**src/rtl/lia_pkg.sv**
```systemverilog
// Shared widths, pipeline payload types and the output saturation helper
// for the dual-phase lock-in amplifier.
package lia_pkg;

  localparam int unsigned DW        = 14;
  localparam int unsigned WIN_LOG2  = 4;
  localparam int unsigned ACC_W     = 40;
  localparam int unsigned OUT_SHIFT = 24;
  localparam int unsigned PW        = 2 * DW;

  typedef logic signed [DW-1:0]    sample_t;
  typedef logic signed [PW-1:0]    product_t;
  typedef logic signed [ACC_W-1:0] acc_t;

  // Stage-1 payload: ADC sample paired with its reference
  typedef struct packed {
    sample_t sig;
    sample_t lo;
  } mix_in_t;

  typedef enum logic [0:0] {
    WIN_IDLE = 1'b0,
    WIN_RUN  = 1'b1
  } win_state_t;

  localparam acc_t SAT_HI = acc_t'((64'sd1 <<< (DW - 1)) - 64'sd1);
  localparam acc_t SAT_LO = acc_t'(-(64'sd1 <<< (DW - 1)));

  // Clamp an already-shifted integral into the signed DW-bit output range
  function automatic sample_t sat_dw(input acc_t v);
    sample_t r;
    if (v > SAT_HI) begin
      r = sample_t'(SAT_HI);
    end else if (v < SAT_LO) begin
      r = sample_t'(SAT_LO);
    end else begin
      r = sample_t'(v);
    end
    return r;
  endfunction

endpackage

```
**src/rtl/lia_channel.sv**
```systemverilog
// One lock-in arm: register inputs, multiply by the reference, integrate
// over the window, then dump the shifted and saturated integral.
module lia_channel
  import lia_pkg::*;
#(
  parameter int unsigned SHIFT = OUT_SHIFT
) (
  input  logic          clk,
  input  logic          rst_n,
  input  logic [DW-1:0] sig,
  input  logic [DW-1:0] lo,
  input  logic          win_load,
  input  logic          win_acc,
  input  logic          win_dump,
  output logic [DW-1:0] result
);

  mix_in_t  s1_q;
  product_t prod_q;
  acc_t     acc_q;
  acc_t     hold_q;
  logic     dump_q;
  sample_t  result_q;

  acc_t prod_ext_c;
  acc_t shifted_c;

  assign prod_ext_c = acc_t'(prod_q);
  assign shifted_c  = hold_q >>> SHIFT;

  // win_load restarts the integral with the edge-cycle product; the old
  // total is parked in hold_q and saturated on the following clock.
  always_ff @(posedge clk or negedge rst_n) begin
    if (!rst_n) begin
      s1_q     <= '0;
      prod_q   <= '0;
      acc_q    <= '0;
      hold_q   <= '0;
      dump_q   <= 1'b0;
      result_q <= '0;
    end else begin
      s1_q.sig <= sample_t'(sig);
      s1_q.lo  <= sample_t'(lo);
      prod_q   <= product_t'(s1_q.sig) * product_t'(s1_q.lo);
      dump_q   <= win_dump;
      if (win_dump) begin
        hold_q <= acc_q;
      end
      if (win_load) begin
        acc_q <= prod_ext_c;
      end else if (win_acc) begin
        acc_q <= acc_q + prod_ext_c;
      end
      if (dump_q) begin
        result_q <= sat_dw(shifted_c);
      end
    end
  end

  assign result = result_q;

endmodule

```
**src/rtl/lock_in_amplifier.sv**
```systemverilog
// Dual-phase lock-in amplifier: shared sync-edge detect and window control
// driving identical I and Q channels, plus a free-running debug ramp.
module lock_in_amplifier
  import lia_pkg::*;
#(
  parameter int unsigned SHIFT    = OUT_SHIFT,
  parameter int unsigned WIN_BITS = WIN_LOG2
) (
  input  logic          dac_clk_i,
  input  logic          dac_rstn_i,
  input  logic [DW-1:0] adcInputChannel1,
  input  logic [DW-1:0] inPhase,
  input  logic [DW-1:0] outPhase,
  input  logic          mhzClockIn,
  output logic [DW-1:0] LIAOutput_InPhaseOutput,
  output logic [DW-1:0] LIAOutput_OutPhaseOutput,
  output logic [DW-1:0] MiscRamp
);

  logic                sync_q;
  logic                sync_d_q;
  logic                edge_s2_q;
  logic [WIN_BITS-1:0] win_cnt_q;
  logic [DW-1:0]       ramp_q;
  win_state_t          state_q;
  win_state_t          state_c;

  logic edge_s1_c;
  logic last_c;
  logic win_load_c;
  logic win_acc_c;
  logic win_dump_c;

  // Edge flag travels one stage so it lines up with the product register
  assign edge_s1_c = sync_q & ~sync_d_q;
  assign last_c    = &win_cnt_q;

  always_ff @(posedge dac_clk_i or negedge dac_rstn_i) begin
    if (!dac_rstn_i) begin
      sync_q    <= 1'b0;
      sync_d_q  <= 1'b0;
      edge_s2_q <= 1'b0;
      win_cnt_q <= '0;
      ramp_q    <= '0;
    end else begin
      sync_q    <= mhzClockIn;
      sync_d_q  <= sync_q;
      edge_s2_q <= edge_s1_c;
      ramp_q    <= ramp_q + DW'(1);
      if (edge_s2_q && (state_q == WIN_RUN)) begin
        win_cnt_q <= win_cnt_q + WIN_BITS'(1);
      end
    end
  end

  always_ff @(posedge dac_clk_i or negedge dac_rstn_i) begin
    if (!dac_rstn_i) begin
      state_q <= WIN_IDLE;
    end else begin
      state_q <= state_c;
    end
  end

  // Window stays open forever once the first aligned edge arrives
  always_comb begin
    state_c = state_q;
    if ((state_q == WIN_IDLE) && edge_s2_q) begin
      state_c = WIN_RUN;
    end
  end

  always_comb begin
    win_load_c = 1'b0;
    win_acc_c  = 1'b0;
    win_dump_c = 1'b0;
    case (state_q)
      WIN_IDLE: begin
        win_load_c = edge_s2_q;
      end
      default: begin
        win_acc_c  = 1'b1;
        win_load_c = edge_s2_q & last_c;
        win_dump_c = edge_s2_q & last_c;
      end
    endcase
  end

  lia_channel #(
    .SHIFT(SHIFT)
  ) u_chan_i (
    .clk     (dac_clk_i),
    .rst_n   (dac_rstn_i),
    .sig     (adcInputChannel1),
    .lo      (inPhase),
    .win_load(win_load_c),
    .win_acc (win_acc_c),
    .win_dump(win_dump_c),
    .result  (LIAOutput_InPhaseOutput)
  );

  lia_channel #(
    .SHIFT(SHIFT)
  ) u_chan_q (
    .clk     (dac_clk_i),
    .rst_n   (dac_rstn_i),
    .sig     (adcInputChannel1),
    .lo      (outPhase),
    .win_load(win_load_c),
    .win_acc (win_acc_c),
    .win_dump(win_dump_c),
    .result  (LIAOutput_OutPhaseOutput)
  );

  assign MiscRamp = ramp_q;

endmodule

```
**config.mk**
```make
export PLATFORM = sky130hd
export DESIGN_NAME = lock_in_amplifier
export DESIGN_NICKNAME = d
export VERILOG_FILES = /design/src/rtl/lia_pkg.sv /design/src/rtl/lia_channel.sv /design/src/rtl/lock_in_amplifier.sv
export SDC_FILE = /design/constraint.sdc
export NUM_CORES = 2
export LEC_CHECK = 0
export ABC_CLOCK_PERIOD_IN_PS = 5950
export BUFFER_PORTS_ARGS = -buffer_cell sky130_fd_sc_hd__buf_2
export CORE_MARGIN = 2
export CORE_UTILIZATION = 49
export CTS_BUF_LIST = sky130_fd_sc_hd__clkbuf_8
export DETAILED_ROUTE_END_ITERATION = 12
export HOLD_SLACK_MARGIN = 0.08
export PLACE_DENSITY = 0.78
export SETUP_SLACK_MARGIN = 0.05
export SLEW_MARGIN = 15
export SYNTH_ARGS = -nofsm -noshare
export SYNTH_HDL_FRONTEND = slang
export SYNTH_SLANG_ARGS = --single-unit
export TNS_END_PERCENT = 20
```
**constraint.sdc**
```tcl
create_clock -name dac_clk_i -period 5.95 [get_ports dac_clk_i]
set_clock_uncertainty 0.15 [all_clocks]
set_input_delay 0.8925 -clock dac_clk_i [delete_from_list [all_inputs] [get_ports dac_clk_i]]
set_output_delay 0.8925 -clock dac_clk_i [all_outputs]
set_load 0.02 [all_outputs]
```
==> metrics.json <==
{
  "cp.required_ns": 6.33,
  "largest_net_degree_at_the_start_of_global_routing": 167,
  "areaGrowthSynthToFinish_pct": 13.7,
  "postRouteWirelength_mm": 63.4,
  "finalWeightedCongestion": 0.893,
  "clock_sink_count": 261,
  "synth_top_area_share_pct": 27.3,
  "reg2regPathDepth": 23,
  "hold_viol_final": 0,
  "timing.final.crit_share_pct": 103,
  "netlist_top_cells_area": "sky130_fd_sc_hd__fa_1, sky130_fd_sc_hd__dfrtp_1, sky130_fd_sc_hd__ha_1, sky130_fd_sc_hd__inv_1, sky130_fd_sc_hd__nand2_1",
  "grt_setup_unrepaired": "true",
  "detail_route.vias_per_cell": 5.31,
  "fill_cells": 4975,
  "die-area_um2": 60600,
  "initial_utilization_pct": 49.7,
  "synth-seq-cells": 261,
  "clock.fmax_mhz": 163,
  "postRouteAntennaNets": 0,
  "period_needed_ns": 6.12,
  "timing.critical_path.from": "u_chan_q.s1_q[24]$_DFF_PN0_",
  "critical_path.max_stage_delay_ns": 0.56,
  "regToRegStartpoint": "u_chan_q.s1_q[24]$_DFF_PN0_",
  "detailroute.via_count": 21798,
  "cts.hold.buffers_added": 0,
  "synth_enable_flop_cells": 0,
  "synthesis.instances": 3101,
  "synth_largest_area_cell": "sky130_fd_sc_hd__fa_1",
  "cp.arrival_ns": 6.51,
  "critical_path.top_delay_family": "adder cells",
  "ys.warnings.count": 0,
  "critical_path_buf_inv_count": 5,
  "drt-initial-drc-count": 1215,
  "layout.cells.most_common": "sky130_fd_sc_hd__inv_1",
  "die_width_um": 246,
  "wl_per_cell_um": 15.5,
  "timing.setup.critical_path_class": "reg2reg",
  "multi_input_area_um2": 20300,
  "worstHoldPathType": "in2async",
  "crit_fanout": 8,
  "async_flop_share_pct": 100,
  "avgSynthCellArea_um2": 9.26,
  "slew_violations": 0,
  "worst_pin_slew_ns": 1.17,
  "path_common_cell": "sky130_fd_sc_hd__fa_1",
  "slew_headroom_pct": 22.0,
  "drt-pass1-iter-count": 5,
  "synth.net_count": 3752,
  "rows": 88,
  "dominantRegCellSynth": "sky130_fd_sc_hd__dfrtp_1",
  "finalSetupViolations": 8,
  "worstReg2RegEnd": "u_chan_q.prod_q[26]$_DFF_PN0_",
  "cts_tree": "done",
  "cts.clk_slew.worst_paths_ns": 0.06,
  "clockBufferDepth": 3,
  "cp_slowest_cell": "sky130_fd_sc_hd__fa_1",
  "most-common-layout-cells": "sky130_fd_sc_hd__inv_1, sky130_fd_sc_hd__fa_1, sky130_fd_sc_hd__nand2_1",
  "cts-buffers-inserted": 47,
  "violations": "setup timing",
  "synth_cell_type_count": 74,
  "synth_sequential_area_ratio_pct": 22.7,
  "worst_setup_path_start_kind": "register",
  "htree_num_levels": 2,
  "root_buffer_master": "sky130_fd_sc_hd__clkbuf_8",
  "finish.utilization_pct": 56.5,
  "num-nets-final": 3958,
  "layout.area.seq_um2": 6550,
  "worst_path_cell_trace": "buf_12 > buf_4 > nand2_1 > fa_2 > fa_1 > inv_1 > fa_1 > fa_1 > fa_1 > inv_1 > fa_1 > inv_1 > ha_4 > a21oi_1 > nor2_1 > nor2_1 > nand2_1 > o221a_2 > a41o_1 > o41a_1 > a21o_1 > a21oi_2 > xnor2_1",
  "max_cap_violations": 0,
  "core-area_um2": 57800,
  "die_h_um": 246,
  "final.setup.worst_slack_ns": -0.173,
  "number_of_diodes": 0,
  "clk_latency_ns": 0.64,
  "number_of_antenna_violations_at_the_first_check_in_global_routing": 4,
  "outcome": "finished with violations",
  "grt_pass1_vias": 22251,
  "design.portCount": 87,
  "final_layout_size_suffix_gt1_share_pct": 14.9,
  "detail_route.drc_violations": 0,
  "buffer_ports.inserted": 86,
  "dpl_worst_slack_ns": -0.332,
  "detailed_place_hpwl_mm": 49.2,
  "grt_first_pass_wirelength_mm": 107,
  "ff2ff_setup_slack_ns": -0.17,
  "globalRoute.totalOverflow": 0,
  "globalRouteTotalUtil_pct": 21.6,
  "critical_path.endpoint_type": "register",
  "synthesis.area_um2": 28700
}
-- sequential cells by signal (all words and copies together) (netlist names) --
signal / cells
state_q: 1
edge_s2_q: 1
u_chan_q.result: 14
win_cnt_q: 4
u_chan_i.hold_q: 16
u_chan_i.result: 14
u_chan_q.s1_q: 28
u_chan_q.hold_q: 16
sync_q: 1
u_chan_i.prod_q: 28
u_chan_q.prod_q: 28
u_chan_i.acc_q: 40
u_chan_i.s1_q: 14
sync_d_q: 1
u_chan_q.acc_q: 40
u_chan_q.dump_q: 1
MiscRamp: 14
-- area by class of cell --
cell class,instances,share of cell area (%)
well taps,765,2.93
repair buffers,288,6.48
multi-input cells,2235,62.2
clock buffers,54,2.28
flip-flops and latches,261,20.1
clock inverters,27,0.567
inverters,474,5.45
-- logic make-up (layout without fill, tap and decap cells) --
| group | Yosys count | after routing | share of synthesized area, % |
|---|---|---|---|
| simple gates | 917 | 917 | 15.1 |
| fa+ha+maj | 606 | 606 | 36.7 |
| buf+inv | 605 | 843 | 7.91 |
| compound gates | 532 | 532 | 11.7 |
| flops | 261 | 261 | 22.7 |
| xor+xnor | 133 | 133 | 4.06 |
| mux | 47 | 47 | 1.80 |
-- routing by layer --
metal	routed length [um]	track usage, %	vias up
li1	-	-	10340
met1	28700	29.8	10802
met2	29900	35.9	548
met3	3450	3.15	102
met4	1300	5.45	6
met5	41	0	-
-- synth_stat cells, drive strengths merged (10+ instances only) --
master / n
a211oi: 16
a21o: 62
a21oi: 176
a31oi: 25
and2: 208
and3: 11
clkbuf: 126
dfrtp: 261
fa: 392
ha: 214
inv: 474
mux2: 36
mux2i: 11
nand2: 346
nand2b: 30
nand3: 30
nand4: 12
nor2: 197
nor2b: 14
nor3: 31
o211ai: 37
o21a: 12
o21ai: 128
o22ai: 10
or3: 10
xnor2: 87
xor2: 46
-- repair_timing --
item,CTS,global route
gates resized for setup,54,44
setup endpoints to repair,13,22
buffers inserted,9,22
pin swaps,27,34
-- worst max-delay path by stage --
stage / end / depth (start not counted)
floorplan: u_chan_q.prod_q[26]$_DFF_PN0_ / 20
global placement: u_chan_i.prod_q[26]$_DFF_PN0_ / 20
detailed placement: u_chan_i.prod_q[26]$_DFF_PN0_ / 20
CTS: u_chan_q.prod_q[26]$_DFF_PN0_ / 20
global route: u_chan_q.prod_q[26]$_DFF_PN0_ / 23
finish: u_chan_q.prod_q[26]$_DFF_PN0_ / 23
-- stage by stage --
stage	hold slack, ns	TNS [ns]	area, um2	instances
after floorplan	0.197	-0.00144	28900	3101
after global placement	0.205	-0.693	31100	3994
final	0.134	-0.424	32700	4104
after detailed placement	0.210	-2.08	31100	3994
after global routing	0.186	-3.13	32700	4104
after CTS	0.133	-0.450	32300	4084
Power is not shown: default switching activity piles up to over one toggle a cycle in this logic, so the estimate is an artifact.
